<file path="src/rtl/memory_arbiter_pkg.sv">
// Shared widths and FSM encoding for the instruction/data memory arbiter.
package memory_arbiter_pkg;

   localparam int ADDR_W = 32;
   localparam int DATA_W = 32;
   localparam int CNT_W  = 4;

   typedef enum logic [1:0] {
      ST_IDLE  = 2'd0,
      ST_FETCH = 2'd1,
      ST_DATA  = 2'd2
   } state_t;

endpackage

</file>
<file path="src/rtl/arbiter_priority.sv">
// Grant decision for the shared memory port: data wins ties until it has
// starved a waiting fetch DATA_STREAK_MAX times in a row.
module arbiter_priority
   import memory_arbiter_pkg::*;
#(
   parameter int DATA_STREAK_MAX = 4
) (
   input  logic clk,
   input  logic reset,
   input  logic i_idle,
   input  logic i_fetch_req,
   input  logic i_data_req,
   output logic o_grant_fetch,
   output logic o_grant_data
);

   localparam logic [CNT_W-1:0] STREAK_MAX = CNT_W'(DATA_STREAK_MAX);

   logic [CNT_W-1:0] r_streak;
   logic             w_fetch_due;

   assign w_fetch_due   = (r_streak == STREAK_MAX);
   assign o_grant_data  = i_idle && i_data_req && !(i_fetch_req && w_fetch_due);
   assign o_grant_fetch = i_idle && i_fetch_req && !o_grant_data;

   // NOTE: sequential state uses <= so every flop samples pre-edge values.
   always_ff @(posedge clk or posedge reset) begin
      if (reset) begin
         r_streak <= '0;
      end else if (o_grant_fetch) begin
         r_streak <= '0;
      end else if (o_grant_data) begin
         if (!i_fetch_req)
            r_streak <= '0;
         else if (!w_fetch_due)
            r_streak <= r_streak + 1'b1;
      end
   end

endmodule

</file>
<file path="src/rtl/memory_arbiter.sv">
// Two-requester (fetch, load/store) arbiter in front of a single-port memory
// with a fixed WAIT_CYCLES access time; all memory strobes are registered.
module memory_arbiter
   import memory_arbiter_pkg::*;
#(
   parameter int WAIT_CYCLES     = 1,
   parameter int DATA_STREAK_MAX = 4
) (
   input  logic              clk,
   input  logic              reset,
   input  logic              fetchReq,
   input  logic [ADDR_W-1:0] fetchAddress,
   output logic [DATA_W-1:0] fetchData,
   output logic              fetchValid,
   input  logic              dataReq,
   input  logic              dataWrite,
   input  logic [ADDR_W-1:0] dataAddress,
   input  logic [DATA_W-1:0] dataWriteData,
   output logic [DATA_W-1:0] dataReadData,
   output logic              dataValid,
   output logic [ADDR_W-1:0] memAddress,
   output logic              memReadEnable,
   output logic              memWriteEnable,
   output logic [DATA_W-1:0] memDataIn,
   input  logic [DATA_W-1:0] memDataOut
);

   localparam logic [CNT_W-1:0] LOAD_CNT = CNT_W'(WAIT_CYCLES - 1);
   localparam logic             SINGLE   = (WAIT_CYCLES == 1);

   state_t            r_state;
   logic [CNT_W-1:0]  r_cnt;
   logic              r_is_write;
   logic [DATA_W-1:0] r_fetch_data;
   logic [DATA_W-1:0] r_data_rdata;
   logic              r_fetch_valid;
   logic              r_data_valid;
   logic [ADDR_W-1:0] r_mem_addr;
   logic              r_mem_re;
   logic              r_mem_we;
   logic [DATA_W-1:0] r_mem_din;

   logic w_idle;
   logic w_grant_fetch;
   logic w_grant_data;

   assign w_idle = (r_state == ST_IDLE);

   arbiter_priority #(
      .DATA_STREAK_MAX (DATA_STREAK_MAX)
   ) u_priority (
      .clk           (clk),
      .reset         (reset),
      .i_idle        (w_idle),
      .i_fetch_req   (fetchReq),
      .i_data_req    (dataReq),
      .o_grant_fetch (w_grant_fetch),
      .o_grant_data  (w_grant_data)
   );

   // Strobes are computed one edge early so they line up with the state they belong to.
   always_ff @(posedge clk or posedge reset) begin
      if (reset) begin
         r_state       <= ST_IDLE;
         r_cnt         <= '0;
         r_is_write    <= 1'b0;
         r_fetch_data  <= '0;
         r_data_rdata  <= '0;
         r_fetch_valid <= 1'b0;
         r_data_valid  <= 1'b0;
         r_mem_addr    <= '0;
         r_mem_re      <= 1'b0;
         r_mem_we      <= 1'b0;
         r_mem_din     <= '0;
      end else begin
         r_fetch_valid <= 1'b0;
         r_data_valid  <= 1'b0;
         case (r_state)
            ST_IDLE: begin
               if (w_grant_data) begin
                  r_state    <= ST_DATA;
                  r_cnt      <= LOAD_CNT;
                  r_is_write <= dataWrite;
                  r_mem_addr <= dataAddress;
                  r_mem_re   <= !dataWrite;
                  r_mem_we   <= dataWrite && SINGLE;
                  r_mem_din  <= dataWrite ? dataWriteData : '0;
               end else if (w_grant_fetch) begin
                  r_state    <= ST_FETCH;
                  r_cnt      <= LOAD_CNT;
                  r_is_write <= 1'b0;
                  r_mem_addr <= fetchAddress;
                  r_mem_re   <= 1'b1;
                  r_mem_we   <= 1'b0;
                  r_mem_din  <= '0;
               end
            end
            ST_FETCH, ST_DATA: begin
               if (r_cnt == '0) begin
                  if (r_state == ST_FETCH) begin
                     r_fetch_data  <= memDataOut;
                     r_fetch_valid <= 1'b1;
                  end else begin
                     if (!r_is_write)
                        r_data_rdata <= memDataOut;
                     r_data_valid <= 1'b1;
                  end
                  r_state    <= ST_IDLE;
                  r_mem_addr <= '0;
                  r_mem_re   <= 1'b0;
                  r_mem_we   <= 1'b0;
                  r_mem_din  <= '0;
               end else begin
                  r_cnt    <= r_cnt - 1'b1;
                  r_mem_we <= r_is_write && (r_cnt == CNT_W'(1));
               end
            end
            default: r_state <= ST_IDLE;
         endcase
      end
   end

   assign fetchData      = r_fetch_data;
   assign fetchValid     = r_fetch_valid;
   assign dataReadData   = r_data_rdata;
   assign dataValid      = r_data_valid;
   assign memAddress     = r_mem_addr;
   assign memReadEnable  = r_mem_re;
   assign memWriteEnable = r_mem_we;
   assign memDataIn      = r_mem_din;

endmodule

</file>
<file path="config.mk">
export PLATFORM = sky130hd
export DESIGN_NAME = memory_arbiter
export DESIGN_NICKNAME = d
export VERILOG_FILES = /design/src/rtl/memory_arbiter_pkg.sv /design/src/rtl/arbiter_priority.sv /design/src/rtl/memory_arbiter.sv
export SDC_FILE = /design/constraint.sdc
export NUM_CORES = 1
export LEC_CHECK = 0
export BUFFER_PORTS_ARGS = -buffer_cell sky130_fd_sc_hd__buf_4
export CAP_MARGIN = 5
export CORE_MARGIN = 2
export CORE_UTILIZATION = 45
export DETAILED_ROUTE_END_ITERATION = 8
export GPL_ROUTABILITY_DRIVEN = 0
export PLACE_DENSITY = 0.77
export SETUP_SLACK_MARGIN = 0.1
export SYNTH_ARGS = -nofsm -noshare
export SYNTH_HDL_FRONTEND = slang
export SYNTH_SLANG_ARGS = --single-unit
</file>
<file path="constraint.sdc">
create_clock -name clk -period 5.4 [get_ports clk]
set_clock_uncertainty 0.1 [all_clocks]
set_input_delay 0.54 -clock clk [delete_from_list [all_inputs] [get_ports clk]]
set_output_delay 0.54 -clock clk [all_outputs]
set_load 0.1 [all_outputs]
</file>
Word-level counts from Yosys, hierarchy flattened
Cells that the tools add are included.
{"block": "totals", "romBits": 0, "reg_bits": 143, "inputBits": 133, "mem_count": 0, "ramBits": 0, "out_inout_bits": 132, "word_cells": 80, "latch_bits": 0}
{"block": "classes", "reduce_logical": 22, "div_mod_pow": 0, "bitwise_logic": 2, "n_eq_ne": 8, "n_addsub": 2, "mul": 0, "shifts": 0, "muxes": 34, "n_lt_le_gt_ge": 0}
{"op": "32-bit two-way mux", "count": 6}
{"op": "32-bit one-hot mux with 2 select lines", "count": 2}
{"op": "4-bit two-way mux", "count": 7}
{"op": "1-bit two-way mux", "count": 12}
{"op": "3-bit AND reduction", "count": 3}
{"op": "4-bit one-hot mux with 2 select lines", "count": 1}
{"op": "2-bit AND reduction", "count": 4}
{"op": "1-bit logical AND", "count": 6}
{"op": "2-bit two-way mux", "count": 3}
{"op": "4-bit by 1-bit adder with 4-bit output (second input constant)", "count": 1}
{"op": "4-bit by 1-bit == test with 1-bit output (second input constant)", "count": 1}
{"op": "4-bit by 3-bit == test with 1-bit output (second input constant)", "count": 1}
{"op": "4-bit logical NOT", "count": 1}
{"op": "2-bit != test (second input constant)", "count": 2}
{"op": "1-bit one-hot mux with 2 select lines", "count": 2}
{"op": "2-bit one-hot mux with 2 select lines", "count": 1}
{"op": "4-bit AND reduction", "count": 1}
{"op": "2-bit nonzero test", "count": 2}
{"op": "4-bit by 1-bit subtractor with 4-bit output (second input constant)", "count": 1}
{"op": "1-bit logical NOT", "count": 3}
{"op": "3-bit by 2-bit != test with 1-bit output (second input constant)", "count": 1}
{"op": "3-bit != test (second input constant)", "count": 1}
{"op": "2-bit by 1-bit == test with 1-bit output (second input constant)", "count": 1}
{"op": "2-bit == test (second input constant)", "count": 1}
{"op": "other kinds (3)", "count": 4}

Longest topological paths before layout
Gate-level depths: netlist (run 1).
{"block": "depth", "ltp_word": 9, "ltp_mapped": 9, "ltp_nobuf": 6}

By module
From an unflattened synthesis (run 1), not the netlist that was laid out.
{"block": "hier_totals", "cells_unflattened": 502, "area_unflattened_um2": 6328.6}
{"module": "memory_arbiter", "n_inst": 1, "seq_area_each_um2": 3478.3, "area_per_inst_um2": 6084.6, "cells_each": 477}
{"module": "arbiter_priority", "n_inst": 1, "seq_area_each_um2": 100.1, "area_per_inst_um2": 244.0, "cells_each": 25}

Least setup slack after synthesis (run 1)
Ideal clock, no wire load.
{"block": "synth_timing", "path_kind": "reg2reg", "from": "register r_cnt[0]", "to": "register r_data_rdata[20] (netlist: dataReadData[20])", "setup_slack_ns": 3.481, "path_buffers": 1, "period_less_slack_ns": 1.919, "path_stages_with_launch": 8, "required_time_ns": 5.175, "setup_ns": 0.125, "arrival_ns": 1.694, "cell_sequence": "dfrtp_1 > inv_1 > ha_1 > nor3b_2 > nand2_1 > nor3_4 > buf_6 > mux2_2"}
{"block": "synth_via", "elab_chain_cells": 2}
{"item": "from (decl)", "line_no": "memory_arbiter.sv:32", "text": "logic [CNT_W-1:0] r_cnt;"}
{"item": "from (signal assigned)", "line_no": "memory_arbiter.sv:114", "text": "r_cnt <= r_cnt - 1'b1;"}
{"item": "4-bit logical NOT", "line_no": "memory_arbiter.sv:99", "text": "if (r_cnt == '0) begin"}
{"item": "4-bit AND reduction (no source line)"}
{"item": "to (signal assigned)", "line_no": "memory_arbiter.sv:105", "text": "r_data_rdata <= memDataOut;"}
{"item": "to (decl)", "line_no": "memory_arbiter.sv:35", "text": "logic [DATA_W-1:0] r_data_rdata;"}
No other way between the ends.
A chain may end at the register's enable or synchronous reset.

Worst setup path after layout (run 1)
{"block": "layout_timing", "from": "register r_state[1]", "to": "register r_mem_addr[24] (netlist: memAddress[24])"}
{"block": "layout_via", "elab_chain_cells": 7, "word_cells_on_any_way": 15, "cone_classes": "4 x eq/ne; 2 x mux; 9 x reduce/logical"}
{"item": "from (decl)", "line_no": "memory_arbiter.sv:31", "text": "state_t r_state;"}
{"item": "from (signal assigned)", "line_no": "memory_arbiter.sv:64", "text": "r_state <= ST_IDLE;"}
{"item": "from (signal assigned)", "line_no": "memory_arbiter.sv:81", "text": "r_state <= ST_DATA;"}
{"item": "from (signal assigned)", "line_no": "memory_arbiter.sv:89", "text": "r_state <= ST_FETCH;"}
{"item": "2-bit logical NOT", "line_no": "memory_arbiter.sv:47, memory_arbiter.sv:78"}
{"item": "1-bit logical AND (2 in series)", "line_no": "arbiter_priority.sv:23", "text": "assign o_grant_data = i_idle && i_data_req && !(i_fetch_req && w_fetch_due);"}
{"item": "1-bit logical NOT", "line_no": "arbiter_priority.sv:24", "text": "assign o_grant_fetch = i_idle && i_fetch_req && !o_grant_data;"}
{"item": "1-bit logical AND", "line_no": "arbiter_priority.sv:24"}
{"item": "3-bit != test (no source line)"}
{"item": "3-bit AND reduction (no source line)"}
{"item": "to (signal assigned)", "line_no": "memory_arbiter.sv:84", "text": "r_mem_addr <= dataAddress;"}
{"item": "to (signal assigned)", "line_no": "memory_arbiter.sv:92", "text": "r_mem_addr <= fetchAddress;"}
{"item": "to (decl)", "line_no": "memory_arbiter.sv:38", "text": "logic [ADDR_W-1:0] r_mem_addr;"}
Several ways; a longest one is shown, not always the timed one.

==> results of run 1 <==
-- worst max-delay path, delay by kind of cell, from the launching register on --
| kind | cells | cell delay [ns] |
|---|---|---|
| AO/OA/AOI/OAI | 1 | 0.12 |
| adder cells (fa/ha/maj) | 1 | 0.32 |
| buffers and inverters | 1 | 0.10 |
| flip-flops | 1 | 0.38 |
| multiplexers | 1 | 0.44 |
| AND/OR/NAND/NOR | 1 | 0.87 |
-- path summary, 6_finish.rpt --
check	startpoint	end	slack [ns]
min in group clk	dataWriteData[23]	memDataIn[23]	0.25
max reg2reg	r_state[1]	memAddress[24]	2.88
min	reset	memDataIn[1]	0.17
min reg2reg	memAddress[3]	memAddress[3]	0.38
max	r_state[1]	memAddress[24]	2.88
max in group asynchronous	reset	dataReadData[15]	3.78
-- cell usage after synthesis, drive strengths merged --
cell type | instances | area share (%)
nor3 | 2 | 0.36
and4 | 1 | 0.15
mux2i | 32 | 5.5
a21oi | 3 | 0.26
mux2 | 64 | 12
and2 | 1 | 0.13
o22ai | 2 | 0.21
a22o | 33 | 4.9
nor2 | 6 | 0.39
xor2 | 1 | 0.15
buf | 16 | 1.8
nand4b | 1 | 0.15
nand2 | 42 | 2.8
a22oi | 1 | 0.13
o22a | 1 | 0.15
clkbuf | 8 | 1.0
a41oi | 1 | 0.15
inv | 11 | 0.71
dfrtp | 143 | 61
and3 | 1 | 0.11
a21o | 1 | 0.13
nand2b | 1 | 0.11
o21a | 1 | 0.13
o2bb2ai | 1 | 0.15
or3 | 1 | 0.11
nor2b | 3 | 0.32
nor3b | 1 | 0.21
ha | 8 | 1.7
xnor2 | 1 | 0.15
nand3 | 3 | 0.34
o21ai | 45 | 3.9
-- cell families (layout without fill, tap and decap cells) --
logic type,after synthesis,count (layout)
AOI/OAI and AO/OA,89,89
xor gates and xnor gates,2,2
adders and majority gates,8,8
buffers and inverters,35,309
DFF,143,143
muxes,96,96
and+or+nand+nor,63,63
-- through the flow --
stage | setup slack (ns) | utilization, %
CTS | 2.88 | 66.5
detailed placement | 2.86 | 62.6
global placement | 3.00 | 62.6
finish | 2.88 | 66.5
global route | 2.61 | 66.5
floorplan | 0.922 | -
-- area by class of cell --
| class | instances | area (um2) |
|---|---|---|
| multi-input cells | 258 | 2070 |
| well taps | 172 | 215 |
| inverters | 11 | 46.3 |
| flip-flops and latches | 143 | 3580 |
| repair buffers | 268 | 2010 |
| clock buffers | 22 | 454 |
| clock inverters | 8 | 43.8 |
| fillers | 941 | 4250 |
-- cell usage in the layout (no fill, tap or decap), types with 2 or more instances in the layout --
master     count
clkinv_2       7
dfrtp_1      143
ha_1           8
nor2_1         6
mux2_2        61
mux2i_1       32
clkbuf_16     17
nor2b_1        3
nand3_1        2
a21oi_1        3
buf_4        268
clkbuf_1       4
o21ai_0       45
inv_1         10
a22o_1        33
mux2_4         2
nand2_1       41
-- sequential cells by signal (all words and copies together) (netlist names) --
name / cells
memWriteEnable: 1
dataValid: 1
memDataIn: 32
fetchData: 32
memReadEnable: 1
fetchValid: 1
r_is_write: 1
r_cnt: 4
memAddress: 32
r_state: 2
dataReadData: 32
u_priority.r_streak: 4
-- per-layer routing --
layer  wire length (um)  GRT usage (%)  vias up
li1                   -              -     2070
met1               5780           25.7     2215
met2               7680           37.4      217
met3               1140           6.59       14
met4                144           7.23        0
met5                  0              0        -
==> summary.md, run 1 <==
| Metric | Value |
|---|---|
| Drt total wl | 14700 um |
| Core Area | 12700 um2 |
| Non-filler instance count after layout | 882 |
| Xor/xnor share of the synthesized area | 0.300% |
| Sink Count | 143 |
| Worst-path maximum fanout | 34 |
| Compound-Gate Fraction of Synth Area | 10.1% |
| Fin area | 8420 um2 |
| Critical path arrival | 2.66 ns |
| Slew margin rel. | 28.2% |
| IO Port Bufs | 264 |
| Fraction of layout cells with a size suffix above 1 | 51.3% |
| Total gr overflow | 0 |
| Max-cap violation count | 0 |
| Synthesized flop and latch total | 143 |
| Setup Buffers After CTS | 0 |
| Placed insts | 852 |
| Clock root cell | clkbuf_16 |
| Max stage delay on crit path | 0.87 ns |
| Worst-path clk slew | 0.06 ns |
| Worst Hold Class | in2async |
| RSZ-0062 raised after global routing | false |
| Post-DP Area | 7930 um2 |
| Setup Crit Path Kind | reg2reg |
| Full die area | 13900 um2 |
| Initial drt markers | 230 |
| Mapped Cells | 436 |
| IO Count | 265 |
| Hold Worst Slack | 0.167 ns |
| Die height | 118 um |
| Post-DR vias/cell | 5.12 |
| TritonCTS clock tree | yes |
| Endpoint class of the critical path | flop |
| Post-route ant nets | 0 |
| Initial core utilization | 46.1% |
| Minimum clock period | 2.52 ns |
| H-Tree Depth | 4 |
| Worst Path Required | 5.54 ns |
| Final Hold Viols | 0 |
| Slew @ Worst Pin | 1.08 ns |
| Slowest CP cell | nand3_2 |
| Total track usage | 21.6% |
| Post-Synthesis Net Count | 577 |
| Setup TNS | 0 ns |
| Cell Rows | 41 |
| Drt pass-1 iters | 4 |
| Vias | 4516 |
| Crit share post-route | 46.6% |
| Fmax | 397 MHz |
| Mux cell area share after synthesis | 17.9% |
| Netlist cell types | 39 |
| Sequential share of the synthesized area | 61.2% |
| Clock buffers created by TritonCTS | 17 |
| CP Cell Sequence | inv_1, ha_1, nand3_2, mux2i_1, o21ai_0 |
| Die span in x | 118 um |
| Routed WL per cell | 16.7 um |
| Initial antenna violation count | 0 |
| Post-Synth Simple-Gate Area | 5.20% |
| Final net count | 840 |
| Outcome | finished, final reports clean |
| Mean post-synth cell area | 13.4 um2 |
| Clk buf depth | 2 |
| Yosys Warn Count | 0 |
| PostCTS Resize Cnt | 0 |
| Worst r2r path cells | 5 |
| Syn-to-layout area delta | 44.1% |
| Synthesized cell area | 5850 um2 |
| Largest net degree at the start of global routing | 84 |
| Number of remaining DRC errors | 0 |
| Final setup vio count | 0 |
| Hold-fix buffers, CTS | 0 |
| Clk Latency, worst-skew pair | 0.40 ns |
| HPWL reported at the end of detailed placement | 10700 um |
| # diodes | 0 |
| Vias in the first global route | 4646 |
| First-pass GRT wire length | 23800 um |
| Largest family of logic cells by synthesized area | multiplexers |
| Setup crit start kind | flop |
| Synth Area in Adders | 1.71% |
| Slew Limit Fails | 0 |
Power of run 1 is not shown: default switching activity piles up to over one toggle a cycle in this logic, so the estimate is an artifact.
==> run 2, diff against run 1 <==
- CORE_UTILIZATION: 45 -> 42
- PLACE_DENSITY: 0.77 -> 0.76
- clock period: 5.4 -> 2.2 ns (I/O delays scaled with it)
==> run 2 against run 1 <==
Effect of this change: non-clock buffer count up 105; critical path depth rose by 3; worst hold slack worse by 0.16 ns; global-route usage up 0.96 points; fmax up 24%; via count increased by 11%; die area increased by 6.9%; sequential share of layout area down 5.8 points; critical endpoint is now dataReadData[15]; largest cell class unchanged.
==> summary.md, run 2 (synthesized netlist as in run 1, its figures left out) <==
| Metric | Value |
|---|---|
| Clk buf depth | 2 (unchanged) |
| GR Util met2 | 38.9% (was 37.4%) |
| Max-cap violation count | 0 (unchanged) |
| Initial antenna violation count | 0 (unchanged) |
| Clk Latency, worst-skew pair | 0.41 ns (was 0.40 ns) |
| Worst r2r path cells | 8 (was 5) |
| HP Start | dataAddress[5] |
| Worst Path Required | 2.39 ns (was 5.54 ns) |
| Vias | 4999 (was 4516) |
| Critical path arrival | 2.22 ns (was 2.66 ns) |
| Core Area | 13700 um2 (was 12700 um2) |
| Die height | 122 um (was 118 um) |
| Register Area | 3580 um2 (unchanged) |
| Total track usage | 22.6% (was 21.6%) |
| Full die area | 14900 um2 (was 13900 um2) |
| Worst-path maximum fanout | 8 (was 34) |
| GR Util met3 | 6.04% (was 6.59%) |
| Worst Hold Class | in2reg (was in2async) |
| Initial drt markers | 306 (was 230) |
| GRT busiest layer | met2 (unchanged) |
| Commonest non-fill, non-tap cell in the layout | buf_4 (unchanged) |
| First-pass GRT wire length | 25900 um (was 23800 um) |
| Slew @ Worst Pin | 0.555 ns (was 1.08 ns) |
| RSZ-0062 raised after global routing | false (unchanged) |
| Most frequent cells in the layout | buf_4 (272), dfrtp_1 (143), dlygate4sd3_1 (89), mux2_2 (58), o21ai_0 (45) (was buf_4 (268), dfrtp_1 (143), mux2_2 (61), o21ai_0 (45), nand2_1 (41)) |
| Final Hold Viols | 0 (unchanged) |
| Vias in the first global route | 5243 (was 4646) |
| Slew Limit Fails | 0 (unchanged) |
| Multi-input gate area | 2110 um2 (was 2070 um2) |
| Fill cell count | 880 (was 941) |
| IO Count | 265 (unchanged) |
| Slew margin rel. | 62.9% (was 28.2%) |
| Setup Crit Path Kind | reg2reg (unchanged) |
| Syn-to-layout area delta | 66.9% (was 44.1%) |
| Routed WL per cell | 17.4 um (was 16.7 um) |
| Cell Rows | 43 (was 41) |
| # diodes | 0 (unchanged) |
| Clock buffers created by TritonCTS | 17 (unchanged) |
| Die span in x | 122 um (was 118 um) |
| Worst r2r dst | dataReadData[15] (was memAddress[24]) |
| Setup crit start kind | flop (unchanged) |
| Final net count | 945 (was 840) |
| Outcome | finished, final reports clean (unchanged) |
| Fraction of layout cells with a size suffix above 1 | 47.7% (was 51.3%) |
| Total gr overflow | 0 (unchanged) |
| Hold Path Stages | 3 |
| Fmax | 493 MHz (was 397 MHz) |
| R2r startpoint | r_cnt[0] (was r_state[1]) |
| Minimum clock period | 2.03 ns (was 2.52 ns) |
| Setup TNS | 0 ns (unchanged) |
| Crit share post-route | 92.3% (was 46.6%) |
| Initial core utilization | 42.6% (was 46.1%) |
| Drt total wl | 17300 um (was 14700 um) |
| H-Tree Depth | 4 (unchanged) |
| Worst-path clk slew | 0.06 ns (about the same) |
| IO Port Bufs | 264 (unchanged) |
| Post-route ant nets | 0 (unchanged) |
| Worst hold path endpoint | memAddress[5] |
| Final setup vio count | 0 (unchanged) |
| HPWL reported at the end of detailed placement | 11200 um (was 10700 um) |
| TritonCTS clock tree | yes (unchanged) |
| Post-DR vias/cell | 5.02 (was 5.12) |
| Clock root cell | clkbuf_16 (unchanged) |
| Reg2reg setup slack | 0.17 ns (was 2.88 ns) |
| Endpoint class of the critical path | flop (unchanged) |
| Met1 GRT Util | 25.9% (was 25.7%) |
| Drt pass-1 iters | 5 (was 4) |
| Number of remaining DRC errors | 0 (unchanged) |
| Sink Count | 143 (unchanged) |
| Largest net degree at the start of global routing | 66 (was 84) |
## run 2: worst max-delay path, cell delays in order, from the launching register on
cell and delay [ns]:
dfrtp_1 0.42, inv_2 0.10, ha_4 0.13, nor3b_4 0.21, nand2_2 0.10, nor3_4 0.20, buf_12 0.15, buf_6 0.15
mux2_2 0.35
## run 2: worst max-delay path by stage
stage                       endpoint  cells past startpoint  startpoint  slack, ns
detailed placement  dataReadData[18]                      7    r_cnt[0]       0.14
floorplan            dataReadData[0]                      1       reset       0.09
global route        dataReadData[15]                      8    r_cnt[0]       0.11
CTS                 dataReadData[18]                      7    r_cnt[0]       0.12
finish              dataReadData[15]                      8    r_cnt[0]       0.17
global placement    dataReadData[23]                      7    r_cnt[0]       0.26
## run 2: metal layers
metal  routed length (um)  vias to the layer above
met2                 9010                      232
met1                 6560                     2436
li1                     -                     2284
met5                    0                        -
met4                  616                        0
met3                 1110                       47
## run 2: timing repair
item | 4_1_cts | 5_1_grt
endpoints found under the setup margin | 0 | 43
hold buffers | 89 | 0
endpoints found under the hold margin | 129 | 0
setup buffers | 0 | 5
resized for setup | 0 | 9
## run 2: area by class of cell
cell class,instances,share of cell area [%]
clock buffers,18,4.50
clock inverters,13,1.91
inverters,11,0.462
multi-input cells,258,21.6
flip-flops and latches,143,36.7
well taps,180,2.31
repair buffers,373,32.5
## run 2: per-stage QoR
step                hold slack, ns  util (%)  setup WS [ns]  cell area, um2  instances
floorplan                    0.255         -         0.0889            5850        436
global placement             0.206      59.0          0.258            8100        868
detailed placement           0.208      59.0          0.142            8100        868
CTS                       0.000245      70.1          0.122            9610        988
global route                0.0132      71.1          0.109            9760        996
finish                      0.0120      71.1          0.170            9760        996
Power of run 2 is left out for the same reason.
